File: src/rtl/pe_pkg.sv
// Shared types and sizing helpers for the PE array output drain.
// The optional checksum state is enabled by DRAIN_CHECKSUM_EN in pe_output_drain.
package pe_pkg;

    localparam int BYTE_W = 8;

    typedef enum logic [1:0] {
        IDLE = 2'd0,
        SEND = 2'd1,
        CHK  = 2'd2
    } drain_state_t;

    // Bytes in one drained frame: every PE accumulator split into bytes.
    function automatic int drain_byte_count(input int m, input int n, input int width);
        return m * n * (width / BYTE_W);
    endfunction

endpackage

File: src/rtl/pe_output_drain.sv
// Snapshots all PE accumulators and streams them out byte-wise over valid/ready.
// Define DRAIN_CHECKSUM_EN to append an XOR checksum byte to each frame.
//
// state | meaning
// IDLE  | waiting for drain_start; outputs quiet
// SEND  | presenting snapshot byte[counter]
// CHK   | presenting XOR of all frame bytes (DRAIN_CHECKSUM_EN only)
module pe_output_drain
    import pe_pkg::*;
#(
    parameter int M            = 2,
    parameter int N            = 2,
    parameter int OUTPUT_WIDTH = 32
) (
    input  logic                          clk,
    input  logic                          rst_n,
    input  logic                          drain_start,
    input  logic [M*N*OUTPUT_WIDTH-1:0]   acc_in,
    output logic                          acc_clear,
    output logic [7:0]                    out_data,
    output logic                          out_valid,
    input  logic                          out_ready,
    output logic                          out_last,
    output logic                          busy
);

    localparam int TOTAL = drain_byte_count(M, N, OUTPUT_WIDTH);
    localparam int CNT_W = (TOTAL > 1) ? $clog2(TOTAL) : 1;
    localparam logic [CNT_W-1:0] LAST_IDX = CNT_W'(TOTAL - 1);

    drain_state_t                   state, state_nxt;
    logic [CNT_W-1:0]               cnt;
    logic [TOTAL-1:0][BYTE_W-1:0]   snapshot;
    logic                           capture;
    logic                           last_data;
    logic                           data_hs;

    assign capture   = (state == IDLE) && drain_start;
    assign last_data = (cnt == LAST_IDX);
    assign data_hs   = (state == SEND) && out_ready;

    always_ff @(posedge clk or negedge rst_n) begin
        if (!rst_n) begin
            state <= IDLE;
        end else begin
            state <= state_nxt;
        end
    end

    always_comb begin
        state_nxt = state;
        case (state)
            IDLE: begin
                if (drain_start) begin
                    state_nxt = SEND;
                end
            end
            SEND: begin
                if (out_ready && last_data) begin
`ifdef DRAIN_CHECKSUM_EN
                    state_nxt = CHK;
`else
                    state_nxt = IDLE;
`endif
                end
            end
            CHK: begin
                if (out_ready) begin
                    state_nxt = IDLE;
                end
            end
            default: state_nxt = IDLE;
        endcase
    end

    // acc_clear follows the capture edge so the array restarts while we drain.
    always_ff @(posedge clk or negedge rst_n) begin
        if (!rst_n) begin
            cnt       <= '0;
            snapshot  <= '0;
            acc_clear <= 1'b0;
        end else begin
            acc_clear <= capture;
            if (capture) begin
                snapshot <= acc_in;
                cnt      <= '0;
            end else if (data_hs && !last_data) begin
                cnt <= cnt + 1'b1;
            end
        end
    end

`ifdef DRAIN_CHECKSUM_EN
    logic [BYTE_W-1:0] csum;

    always_ff @(posedge clk or negedge rst_n) begin
        if (!rst_n) begin
            csum <= '0;
        end else if (capture) begin
            csum <= '0;
        end else if (data_hs) begin
            csum <= csum ^ snapshot[cnt];
        end
    end
`endif

    always_comb begin
        out_valid = 1'b0;
        busy      = 1'b0;
        out_data  = '0;
        out_last  = 1'b0;
        case (state)
            SEND: begin
                out_valid = 1'b1;
                busy      = 1'b1;
                out_data  = snapshot[cnt];
`ifndef DRAIN_CHECKSUM_EN
                out_last  = last_data;
`endif
            end
`ifdef DRAIN_CHECKSUM_EN
            CHK: begin
                out_valid = 1'b1;
                busy      = 1'b1;
                out_data  = csum;
                out_last  = 1'b1;
            end
`endif
            default: begin
                out_valid = 1'b0;
            end
        endcase
    end

endmodule
File: config.mk
export PLATFORM = sky130hd
export DESIGN_NAME = pe_output_drain
export DESIGN_NICKNAME = d
export VERILOG_FILES = /design/src/rtl/pe_pkg.sv /design/src/rtl/pe_output_drain.sv
export SDC_FILE = /design/constraint.sdc
export NUM_CORES = 1
export LEC_CHECK = 0
export ABC_AREA = 1
export CORE_ASPECT_RATIO = 0.8
export CORE_MARGIN = 4
export CORE_UTILIZATION = 51
export CTS_CLUSTER_DIAMETER = 50
export DETAILED_ROUTE_END_ITERATION = 7
export GPL_ROUTABILITY_DRIVEN = 1
export HOLD_SLACK_MARGIN = 0.15
export PLACE_DENSITY = 0.8
export SLEW_MARGIN = 0
export SYNTH_ARGS = -nofsm -noshare
export SYNTH_HDL_FRONTEND = slang
export SYNTH_SLANG_ARGS = --single-unit
File: constraint.sdc
create_clock -name clk -period 1.7 [get_ports clk]
set_input_delay 0.34 -clock clk [delete_from_list [all_inputs] [get_ports clk]]
set_output_delay 0.34 -clock clk [all_outputs]
set_load 0.03 [all_outputs]
Word level (Yosys, flattened, before mapping) --
Cells that the tools add are included.
Cells by class: add/subtract/negate cells 1, $mul 0, divide/modulo/power cells 0, magnitude comparators 1, eq/ne operators 6, shift operators 0, muxes and demuxes 11, bitwise operators 0, reductions and logical operators 8
Operators by type and width (number):
- $bmux 8 s4 | 1
- $mux 8 | 2
- $mux 4 | 2
- $mux 2 | 3
- $pmux 2 s3 | 1
- $lt 4x5->1 const B | 1
- $add 4x1->4 const B | 1
- $eq 4x4->1 const B | 1
- $logic_and 1x1->1 | 4
- $ne 2x2->1 const B | 2
- $reduce_and 3->1 | 1
- $eq 2x1->1 const B | 1
- $eq 2x2->1 const B | 1
- $logic_not 2->1 | 1
- $mux 1 | 2
- $ne 2x1->1 const B | 1
- $reduce_bool 2->1 | 1
- $logic_not 1->1 | 1
Storage, ports and cells: register bits after elaboration 135, latch bits 0, memory bits (writable) 0, ROM bits 0, input port bits 132, logic and storage cells 46, memories 0

Logic depth before layout (Yosys ltp) --
word-level depth 5, gate-level depth with buffers 10, gate-level depth less buffers 8

Least setup slack after synthesis --
OpenSTA, ideal clock, no wires.
kind reg-to-output, start point reg cnt[1], end point out out_data[0], arrival 1.509 ns, data required time 1.360 ns, path slack -0.149 ns, cell stages (with the launch flop) 10, cells stage by stage dfrtp_1 > buf_4 > inv_2 > buf_4 > nand3_1 > nand2_1 > nand2_1 > nand2_1 > inv_1 > a21oi_1
Between the ends: cells in the longest elaborated chain, start to end 3
RTL lines:
- start: declaration | line pe_output_drain.sv:32 | logic [CNT_W-1:0] cnt;
- start signal: assignment | line pe_output_drain.sv:88 | cnt <= cnt + 1'b1;
- $bmux 8 s4 | line pe_output_drain.sv:116 | out_data = snapshot[cnt];
- $mux 8 (not written as such) | line pe_output_drain.sv:116
- $mux 8 | line pe_output_drain.sv:112 | case (state)
- end: declaration | line pe_output_drain.sv:20 | output logic [7:0] out_data,
No other way between the ends. The select of a mux whose other input is x is not followed.

Worst setup path after layout --
start point reg cnt[0], end point out out_data[7]
Same word-level chain as after synthesis.

==> impl_metrics.toml <==
[finish]
area_growth_pct = 45.09
final_core_util = 0.7681
seq_area_um2 = 3354
final_layout_size_suffix_gt1_frac = 0.1381
n_fill_cell = 886
antenna_cells = 0
multi_input_area_um2 = 2670
final_nets = 1192

[grt]
grt_pass1_wl_mm = 29.65
grtUsageTotal = 0.2584
grt_overflow = 0
grt_pass1_vias = 5957
antenna_found_initial = 0
grt_max_degree = 47

[yosys]
synth_largest_area_cell = "dfrtp_1"
yosys_warnings = 0
synth.top_cell.area_share = 0.5114
synth_seq_cells = 134
syn_nets = 1031
synth_cells = 898
avgSynthCellArea_um2 = 7.302
synth_area_leaders = "dfrtp_1 (51%), nand2_1 (20%), o21ai_0 (8.2%)"
synth_cell_type_count = 17
seq_area_frac_synth = 0.5114
synth_area_um2 = 6558

[setup_path]
cp.required_ps = 1360
critPathArrivalTime_ps = 2020
path_class = "flip-flop to output port"
cp-end-kind = "output port"
reg2reg_depth = 10
crit_path_top_delay_cell = "dfrtp_2"
cp-start-kind = "flip-flop"
crit_chain = "buf_6, buf_12, nor2_2, nor2_1, nand2_1, nand3_2, nand3_2, a21oi_2, buf_4, buf_12"
cpPeakStageDelay_ps = 490
crit_fanout = 6
reg2reg_slack_ps = -120
timing.rr.end = "cnt[2]$_DFFE_PN0P_"
timing.rr.start = "cnt[0]$_DFFE_PN0P_"

[status]
violations = "setup timing"
status = "complete, but fails checks"

[timing]
worst_slew_pin_slew_ps = 450.9
hold_violations = 0
timing.fmax_mhz = 424.3
period_needed_ps = 2357
finClkSkew_ps = 7.700
rsz0062_at_grt = "yes"
period_share = 1.386
final-max-slew-violation-count = 0
slew_headroom = 0.6994
setup_viol = 13
setup_slack_ps = -656.8

[clock_tree]
clk_latency_ps = 420
clockBufferDepth = 2
cts_tree = "done"
cts_num_sinks = 134
clock-root-buffer = "clkbuf_16"
cts_buffers = 17
cts.clk_slew.worst_paths_ps = 60
h-tree-depth = 4

[routing]
drt_iter0_drc = 689
routed-via-count = 6383
dr.pass1.iters = 6
antenna_left = 0
wl_mm = 19.81
remaining_drc_errors = 0
via_per_inst = 5.135
routedWlPerCell_um = 15.93

[placement]
gp_congestion = 0.8797
hpwlAfterDp_mm = 12.99
place_ws_ps = -161.3
port_buffers = 143

[die]
die_x_um = 134.8
die_h_um = 109.4
initial_utilization = 0.5294
ios = 144
design.core.area_um2 = 12390
rows = 36
dieArea_um2 = 14750

[hold_path]
hp-class = "input port to async pin"

[power]
p_leak_nw = 4.609
peakVddDrop_v = 0.001190
power_density_nw_per_um2 = 1949
finalPower_mw = 18.55

[job]
maxCapViolCount = 0
==> through the flow <==
step / TNS (ps) / cells / hold WS (ps) / area [um^2]
6_report: -5683 / 1243 / 428.3 / 9514
3_3_place_gp: -613.5 / 1201 / 302.7 / 8394
4_1_cts: -4663 / 1234 / 435.4 / 9200
5_1_grt: -6909 / 1243 / 461.0 / 9514
2_1_floorplan: -816.4 / 898 / 44.41 / 6569
3_5_place_dp: -911.7 / 1201 / 301.9 / 8394
==> registers in the layout, summed over array words and instances, names as in the netlist <==
name and count:
state 1, acc_clear 1, cnt 4, snapshot 128
==> where the power goes <==
| group | internal [mW] | switching, mW | total, mW |
|---|---|---|---|
| Combinational | 3.55 | 5.20 | 8.75 |
| Clock | 2.96 | 1.39 | 4.35 |
| Sequential | 4.78 | 0.663 | 5.45 |
| Total | 11.3 | 7.25 | 18.5 |
==> cell type report <==
| cell class | count | area share |
|---|---|---|
| flip-flops and latches | 134 | 0.3526 |
| multi-input cells | 592 | 0.2806 |
| repair buffers | 193 | 0.2216 |
| clock buffers | 22 | 0.05195 |
| inverters | 121 | 0.04826 |
| clock inverters | 10 | 0.02249 |
| well taps | 171 | 0.02249 |
==> critical path: cells and delay by family, from the launching register on <==
kind | cells | cell delay [ps]
compound gates | 1 | 140
buf+inv | 4 | 510
flops | 1 | 490
simple gates | 5 | 450
==> synth_stat cells, drive strengths merged <==
master    n
nand3    68
buf      41
inv     119
clkbuf   10
a21oi    10
ha        1
nor2     52
clkinv    2
dfrtp   134
nand2   352
nand4     2
o21ai   107
==> repair_timing <==
item | in CTS | in global routing
hold endpoints to repair | 41 | 0
gates cloned | 0 | 5
buffers inserted | 0 | 5
hold buffers | 1 | 0
pin swaps | 0 | 31
setup endpoints to repair | 12 | 13
gates resized for setup | 26 | 46
==> cell usage in the layout, fill, tap and decap left out, types with 2 or more instances in the layout <==
master / synthesis / final
nand3_1: 68 / 46
clkbuf_16: 0 / 22
nor2_4: 1 / 2
clkdlybuf4s50_1: 0 / 130
nor2_1: 51 / 45
inv_2: 5 / 4
nor2_2: 0 / 5
clkinv_1: 2 / 2
clkbuf_8: 0 / 5
nand2_1: 352 / 338
dlygate4sd2_1: 0 / 3
nand2_2: 0 / 14
buf_6: 3 / 12
bufinv_16: 0 / 6
nand3_2: 0 / 22
buf_4: 6 / 26
a21oi_1: 10 / 2
clkinv_4: 0 / 3
dfrtp_1: 134 / 133
a21oi_2: 0 / 8
o21ai_0: 107 / 107
nand4_1: 2 / 2
inv_1: 114 / 114
buf_12: 0 / 15
==> how the worst max path moves through the flow <==
stage,start,endpoint,cells past startpoint
3_5_place_dp,cnt[0]$_DFFE_PN0P_,out_data[4],8
6_report,cnt[0]$_DFFE_PN0P_,out_data[7],10
2_1_floorplan,cnt[1]$_DFFE_PN0P_,out_data[3],9
4_1_cts,cnt[0]$_DFFE_PN0P_,out_data[2],8
5_1_grt,cnt[0]$_DFFE_PN0P_,out_data[7],10
3_3_place_gp,cnt[0]$_DFFE_PN0P_,out_data[2],8
==> kinds of logic (layout without fill, tap and decap cells) <==
family                     count (synthesis)  in the layout  share of synthesized area
and+or+nand+nor                          474            474                     0.2862
AOI/OAI and AO/OA                        117            117                    0.08930
DFF                                      134            134                     0.5114
buffers and inverters                    172            346                     0.1112
adders and majority gates                  1              1                   0.001908
==> metal layers <==
layer / vias to the layer above / global-route usage / wire [um]
met5: - / 0 / 0
met4: 0 / 0.07631 / 333
met3: 32 / 0.06221 / 1606
met2: 299 / 0.3954 / 9147
met1: 2994 / 0.3692 / 8718
li1: 3058 / - / -
Note: power is estimated with default switching activity, not from simulation.
